File: src/rtl/fwd_scoreboard.sv
// Operand forwarding network plus long-latency scoreboard.
// Each read port resolves its operand from the youngest matching pipeline
// stage, then a same-cycle long-latency writeback, then the register file.
// The scoreboard tracks registers owed by mul/div and raises stall on
// read-after-write and write-after-write hazards.

// Per read port: priority mux over stages / long writeback / regfile.
module fwd_port #(
   parameter int NSTAGE = 3,
   parameter int AW     = 5,
   parameter int DW     = 64,
   parameter int NREG   = 32
) (
   input  logic [AW-1:0]                 rd_addr,
   input  logic [DW-1:0]                 rd_data,
   input  logic [NSTAGE-1:0]             stg_valid,
   input  logic [NSTAGE-1:0][AW-1:0]     stg_wa,
   input  logic [NSTAGE-1:0][DW-1:0]     stg_wd,
   input  logic [NSTAGE-1:0]             stg_ready,
   input  logic                          lc_done,
   input  logic [AW-1:0]                 lc_wa,
   input  logic [DW-1:0]                 lc_wd,
   input  logic [NREG-1:0]               sb_busy,
   output logic [DW-1:0]                 fwd_data,
   output logic                          hazard
);

   logic          hit;
   logic          hit_rdy;
   logic [DW-1:0] hit_wd;
   logic          lc_hit;

   // Scan oldest to youngest so the youngest matching stage is the last writer.
   always_comb begin
      hit     = 1'b0;
      hit_rdy = 1'b0;
      hit_wd  = '0;
      for (int i = NSTAGE-1; i >= 0; i--) begin
         if (stg_valid[i] && (stg_wa[i] == rd_addr)) begin
            hit     = 1'b1;
            hit_rdy = stg_ready[i];
            hit_wd  = stg_wd[i];
         end
      end
   end

   assign lc_hit = lc_done && (lc_wa == rd_addr);

   // x0 reads as zero and never waits; a not-yet-ready stage or an
   // outstanding long op with no writeback this cycle is a hazard.
   always_comb begin
      fwd_data = rd_data;
      hazard   = 1'b0;
      if (rd_addr == '0) begin
         fwd_data = '0;
      end else if (hit) begin
         fwd_data = hit_wd;
         hazard   = !hit_rdy;
      end else if (lc_hit) begin
         fwd_data = lc_wd;
      end else begin
         hazard   = sb_busy[rd_addr];
      end
   end

endmodule

// Top: port array, scoreboard state and stall counter.
module fwd_scoreboard #(
   parameter int NREAD  = 2,
   parameter int NSTAGE = 3,
   parameter int AW     = 5,
   parameter int DW     = 64
) (
   input  logic                   clk,
   input  logic                   resetn,
   input  logic [NREAD*AW-1:0]    rd_addr,
   input  logic [NREAD*DW-1:0]    rd_data,
   input  logic [NSTAGE-1:0]      stg_valid,
   input  logic [NSTAGE*AW-1:0]   stg_wa,
   input  logic [NSTAGE*DW-1:0]   stg_wd,
   input  logic [NSTAGE-1:0]      stg_ready,
   input  logic                   issue_valid,
   input  logic                   issue_long,
   input  logic [AW-1:0]          issue_wa,
   input  logic                   lc_done,
   input  logic [AW-1:0]          lc_wa,
   input  logic [DW-1:0]          lc_wd,
   output logic [NREAD*DW-1:0]    fwd_data,
   output logic                   stall,
   output logic [(2**AW)-1:0]     sb_busy,
   output logic [31:0]            stall_cnt
);

   localparam int NREG = 2**AW;

   logic [NREAD-1:0][AW-1:0]  ra;
   logic [NREAD-1:0][DW-1:0]  rdat;
   logic [NREAD-1:0][DW-1:0]  fd;
   logic [NREAD-1:0]          haz;
   logic [NSTAGE-1:0][AW-1:0] swa;
   logic [NSTAGE-1:0][DW-1:0] swd;

   logic [NREG-1:0] sb_q, sb_d;
   logic [31:0]     cnt_q;
   logic            waw;
   logic            issue_acc;

   assign ra       = rd_addr;
   assign rdat     = rd_data;
   assign swa      = stg_wa;
   assign swd      = stg_wd;
   assign fwd_data = fd;

   genvar p;
   generate
      for (p = 0; p < NREAD; p++) begin : g_port
         fwd_port #(.NSTAGE(NSTAGE), .AW(AW), .DW(DW), .NREG(NREG)) u_port (
            .rd_addr   (ra[p]),
            .rd_data   (rdat[p]),
            .stg_valid (stg_valid),
            .stg_wa    (swa),
            .stg_wd    (swd),
            .stg_ready (stg_ready),
            .lc_done   (lc_done),
            .lc_wa     (lc_wa),
            .lc_wd     (lc_wd),
            .sb_busy   (sb_q),
            .fwd_data  (fd[p]),
            .hazard    (haz[p])
         );
      end
   endgenerate

   // A second long op to a still-owed register must wait, unless the
   // owed result retires this very cycle.
   assign waw = issue_valid && issue_long && (issue_wa != '0) && sb_q[issue_wa]
                && !(lc_done && (lc_wa == issue_wa));

   assign stall     = (|haz) || waw;
   assign issue_acc = issue_valid && issue_long && !stall && (issue_wa != '0);
   assign sb_busy   = sb_q;
   assign stall_cnt = cnt_q;

   // Next scoreboard: clear on writeback, then set on accepted issue so a
   // same-edge set/clear on one register leaves it busy; x0 never busy.
   always_comb begin
      sb_d = sb_q;
      if (lc_done)   sb_d[lc_wa]    = 1'b0;
      if (issue_acc) sb_d[issue_wa] = 1'b1;
      sb_d[0] = 1'b0;
   end

   // Scoreboard and saturating stall counter registers.
   always_ff @(posedge clk or negedge resetn) begin
      if (!resetn) begin
         sb_q  <= '0;
         cnt_q <= '0;
      end else begin
         sb_q <= sb_d;
         if (stall && (cnt_q != 32'hFFFF_FFFF)) cnt_q <= cnt_q + 32'd1;
      end
   end

endmodule

File: config.mk
export PLATFORM = sky130hd
export DESIGN_NAME = fwd_scoreboard
export DESIGN_NICKNAME = d
export VERILOG_FILES = /design/src/rtl/fwd_scoreboard.sv
export SDC_FILE = /design/constraint.sdc
export NUM_CORES = 1
export LEC_CHECK = 0
export BUFFER_PORTS_ARGS = -buffer_cell sky130_fd_sc_hd__buf_4
export CORE_AREA = 10 10 237 239
export DETAILED_ROUTE_END_ITERATION = 7
export DIE_AREA = 0 0 247 249
export GPL_ROUTABILITY_DRIVEN = 0
export PLACE_DENSITY = 0.39
export REMOVE_ABC_BUFFERS = 1
export SKIP_LAST_GASP = 1
export SLEW_MARGIN = 5
export SYNTH_ARGS = -nofsm -noshare
export SYNTH_HDL_FRONTEND = slang
export SYNTH_SLANG_ARGS = --single-unit
File: constraint.sdc
create_clock -name clk -period 8.1 [get_ports clk]
set_input_delay 1.62 -clock clk [delete_from_list [all_inputs] [get_ports clk]]
set_output_delay 1.62 -clock clk [all_outputs]
set_load 0.1 [all_outputs]
# [Word-level counts from Yosys, hierarchy flattened]
# Index checks and enable logic that the tools add are counted.
[totals] elab_cells=91 reg_bits=63 inputBits=430 output_inout_bits=193
[classes] mux=42 eq_ne=10 addsub=1 n_reduce_logical=27 n_bitwise=3 order_cmp=6
[op_table] op="2-to-1 mux 64 bit" n=12
[op_table] op="2-to-1 mux 32 bit" n=2
[op_table] op="== test 5 bit" n=9
[op_table] op="adder 32 x 1 -> 32 bit (second input constant)" n=1
[op_table] op="bitwise AND 32 bit" n=1
[op_table] op="inequality test 32 bit (second input constant)" n=1
[op_table] op="inverter 32 bit" n=1
[op_table] op="OR 32 bit" n=1
[op_table] op="less-than comparator 5 x 6 -> 1 bit (second input constant)" n=4
[op_table] op="2-to-1 mux 1 bit" n=23
[op_table] op="logical AND 1 bit" n=18
[op_table] op="binary-select mux 1 bit (select 5 bit)" n=3
[op_table] op="demux 1 bit (select 5 bit)" n=2
[op_table] op=">= comparator 5 x 1 -> 1 bit (second input constant)" n=2
[op_table] op="logical NOT 5 bit" n=2
[op_table] op="nonzero test 5 bit" n=1
[op_table] op="logical NOT 1 bit" n=4
[op_table] op="OR reduction 2 bit" n=1
[op_table] op="logical OR 1 bit" n=1

# [Depth between registers and ports, before layout]
[logic_depth] ltp_word=14 depth_mapped=14 mapped_depth_nobuf=10

# [Cells and area by module]
# A second synthesis with hierarchy kept.
[unflattened] hier_cells=1322 area_unflattened_um2=9242.6
[modules_own_cells] mod="fwd_scoreboard" seq_area_each_um2=1576.5 instances=1 area_each_um2=3274.4 cells_each=328
[modules_own_cells] mod="fwd_port at g_port[0].u_port" seq_area_each_um2=0.0 instances=1 area_each_um2=3009.1 cells_each=497
[modules_own_cells] mod="fwd_port at g_port[1].u_port" seq_area_each_um2=0.0 instances=1 area_each_um2=2959.1 cells_each=497

# [Least setup slack after synthesis]
# Ideal clock, no wire load.
[synth_timing] kind="in2out" startpoint="input port rd_addr[6]" endpoint="output port fwd_data[126]" cell_stages=11 setup_slack_ns=1.072 t_arrival_ns=5.408 n_path_buf=4 required_ns=6.480 cell_sequence="buf_6 -> buf_6 -> xor2_1 -> nor4_1 -> and3_1 -> clkbuf_1 -> clkbuf_1 -> nand2_1 -> nand2_1 -> nand2_1 -> a21boi_0"
[synth_via] elab_chain_cells=7 word_cells_on_any_way=18 cone_classes="eq/ne (4); mux (9); reduce/logical (5)"
[synth_lines] item="start, declared" line_no="77" text="input logic [NREAD*AW-1:0] rd_addr,"
[synth_lines] item="== test 5 bit" line_no="39" text="if (stg_valid[i] && (stg_wa[i] == rd_addr)) begin"
[synth_lines] item="logical AND 1 bit" line_no="39"
[synth_lines] item="2-to-1 mux 64 bit or 2-to-1 mux 1 bit (tied branches) (3 in a row)" line_no="39"
[synth_lines] item="2-to-1 mux 64 bit" line_no="56" text="end else if (hit) begin"
[synth_lines] item="2-to-1 mux 64 bit (*)" line_no="54" text="if (rd_addr == '0) begin"
[synth_lines] item="end, declared" line_no="89" text="output logic [NREAD*DW-1:0] fwd_data,"
# Every way passes the cells marked *; elsewhere a longest branch is shown, timed or not.

# [Worst setup path in the final report]
[layout_timing] startpoint="input port rd_addr[1]" endpoint="output port stall"
[layout_via] elab_chain_cells=10 word_cells_on_any_way=23 cone_classes="eq/ne (4); mux (11); reduce/logical (8)"
[layout_lines] item="branches (longest 7 deep; another with binary-select mux 1 bit (select 5 bit))"
[layout_lines] item="2-to-1 mux 1 bit (*)" line_no="54"
[layout_lines] item="OR reduction 2 bit (*)" line_no="140" text="assign stall = (|haz) || waw;"
[layout_lines] item="logical OR 1 bit (*)" line_no="140"
[layout_lines] item="end, declared" line_no="90" text="output logic stall,"
# Every way passes the cells marked *. The select of a mux whose other input is x is not followed.

==> results.py <==
metrics = {
    "timing": {
        "drv_slew": 0,
        "setup_viol": 0,
        "final_hold_viol_count": 0,
        "relSlewSlack_pct": 31.2,
        "rsz0062_at_grt": "no",
        "fin_crit_sh_pct": 82.9,
        "post-route-min-period_ps": 6710,
        "tightest_slew_ps": 1030,
        "fmax_mhz": 149,
        "clock_skew_ps": 8.86,
    },
    "hold_path": {
        "hold_end": "stall_cnt[16]",
        "min_path_cells": 1,
        "hp-start": "stall_cnt[16]",
        "min_path_type": "register to register",
    },
    "floorplanning": {
        "fp.dieW_um": 247,
        "fp.coreArea_mm2": 0.0512,
        "dieArea_mm2": 0.0615,
        "die_h_um": 249,
        "ios": 623,
        "num_rows": 83,
        "start_util_pct": 17.2,
    },
    "global_route": {
        "grt_pass1_vias": 13014,
        "grt_overflow": 0,
        "antenna_found_initial": 47,
        "grt_max_degree": 69,
        "grt_usage_pct": 26.7,
        "grt_first_pass_wirelength_um": 117000,
    },
    "yosys": {
        "yosysSeqAreaShare_pct": 17.9,
        "synth_warnings": 0,
        "async_flop_share_pct": 100,
        "synth_flop_cell": "dfrtp_1",
        "synthMostInstantiatedCell": "nand2_1",
        "synth_area_per_cell_um2": 7.29,
        "yosys-top-cells-area": "dfrtp_1 18%, o22ai_1 9.0%, mux2_2 8.7%",
        "synth_edf_count": 0,
        "netlist.area_leader.share_pct": 17.9,
        "synth_commonest_cells": "149 x nand2_1, 130 x a21oi_1, 127 x o22ai_1",
        "ys_ff_latch": 63,
        "yosysUniqueCellTypes": 56,
        "synth_area_leader_cell": "dfrtp_1",
        "syn_inst": 1207,
        "syn_area_mm2": 0.00880,
    },
    "clock_tree": {
        "h-tree-depth": 3,
        "cts_setup_buffers": 0,
        "insertion_delay_ps": 340,
        "cts-resized-gates": 0,
        "cts_tree": "done",
        "clockRootBuffer": "clkbuf_16",
        "hold_buffers": 0,
        "cts_buffer_depth": 2,
        "numClockSinks": 63,
        "numCtsBuffers": 9,
        "clk_pin_slew_worst_paths_ps": 60,
    },
    "worst_setup_path": {
        "start_kind": "input pin",
        "r2r_start": "sb_busy[8]",
        "cp-end-kind": "output pin",
        "reg2reg_to": "sb_busy[31]",
        "r2r_slack_ps": 4620,
        "critPathRequiredTime_ps": 6480,
        "crit_type": "input pin to output pin",
        "crit_fanout": 64,
        "worstPathArrival_ps": 5090,
        "r2r_cells": 9,
    },
    "route": {
        "ant_nets": 0,
        "routedWlPerCell_um": 36.0,
        "drt-pass1-iter-count": 5,
        "via_per_inst": 5.46,
        "drt_iter0_markers": 1215,
        "vias": 13282,
        "drc": 0,
        "finalWirelength_um": 87600,
    },
    "power": {
        "ir_drop_mv": 0.0897,
        "p_per_area_mw_per_mm2": 170,
        "leakagePower_nw": 6.37,
    },
    "placement": {
        "io_buffer_count": 621,
        "place_hpwl_um": 71000,
        "placedInstanceArea_mm2": 0.0140,
    },
    "layout": {
        "drive_above_1_share_pct": 43.8,
        "final_util_pct": 28.0,
        "layout.nets": 2153,
        "post-route-cell-area_mm2": 0.0144,
        "area_delta_synth_final_pct": 63.1,
    },
    "status": {
        "status": "completed",
    },
    "flow_run": {
        "maxCapViolCount": 0,
    },
}
## critical path: stages
cell and delay (ps):
buf_4 300, xor2_1 180, nor4_1 90, nand3_4 70
buf_4 610, nand3_4 520, o21bai_1 360, a311oi_4 520
inv_2 410, buf_4 360
## cells in the final DEF, fill, tap and decap left out, types with 3 or more instances in the layout
master	n
mux2_2	68
a21oi_1	130
clkbuf_16	9
o21ai_1	11
buf_4	638
a22oi_1	3
and2_1	3
o221ai_1	65
xnor2_1	39
inv_1	6
nand3_1	84
xor2_1	36
nand3b_1	6
and3_1	13
diode_2	24
nor3_1	11
nor4_1	12
nand2b_1	7
dfrtp_1	63
or2_2	3
nand3_4	6
o21ai_0	53
nor2b_1	8
o211ai_1	63
a31oi_1	3
nor2_1	11
nand2_1	148
mux4_2	11
mux2i_1	24
o22ai_1	127
nand4_1	21
## layout make-up
type / count / area (um2)
multi-input combinational: 1002 / 6750
inverter: 7 / 26.3
sequential: 63 / 1580
clock buffer: 13 / 260
clock inverter: 3 / 17.5
tap: 680 / 851
timing repair buffer: 639 / 4810
fill: 5672 / 36800
antenna: 24 / 60.1
## cells by family after synthesis
family,synth area share (%)
AOI/OAI and AO/OA,34.5
buffers and inverters,6.51
xor gates and xnor gates,7.46
other,0.0426
muxes,14.4
and+or+nand+nor,19.0
adders and majority gates,0.142
DFF,17.9
## where the power goes
part	total [mW]	switching, mW	internal, mW
sequential	0.421	0.0654	0.355
combinational	1.65	1.22	0.430
clock	0.366	0.143	0.223
## worst max path at each step
stage	from	end	slack [ps]	cells past startpoint
3_3_place_gp	rd_addr[1]	stall	1470	10
5_1_grt	rd_addr[1]	stall	1270	10
4_1_cts	rd_addr[1]	stall	1460	10
6_report	rd_addr[1]	stall	1390	10
2_1_floorplan	stg_wa[1]	fwd_data[0]	-1790	6
3_5_place_dp	rd_addr[1]	stall	1470	10
## flip-flops by register name (all words and copies together) (netlist names)
name,flops
sb_busy,31
stall_cnt,32
## per-layer routing
metal / global-route usage [%] / share of wire, % / vias up
met3: 12.1 / 12 / 195
met5: 0 / 0.32 / -
met4: 12.4 / 5.0 / 44
met1: 30.1 / 38 / 6467
li1: - / - / 5734
met2: 42.0 / 45 / 842
## per-stage QoR
step / setup TNS, ps / std cells / hold slack, ps / power [mW] / setup slack (ps)
6_report: 0 / 2431 / 493 / 2.43 / 1390
5_1_grt: 0 / 2423 / 524 / 2.52 / 1270
4_1_cts: 0 / 2407 / 498 / 2.44 / 1460
3_5_place_dp: 0 / 2391 / 483 / 2.07 / 1470
3_3_place_gp: 0 / 2391 / 481 / 2.07 / 1470
2_1_floorplan: -187840 / 1072 / 1030 / 1.47 / -1790
Power figures use the tool's default switching activity.
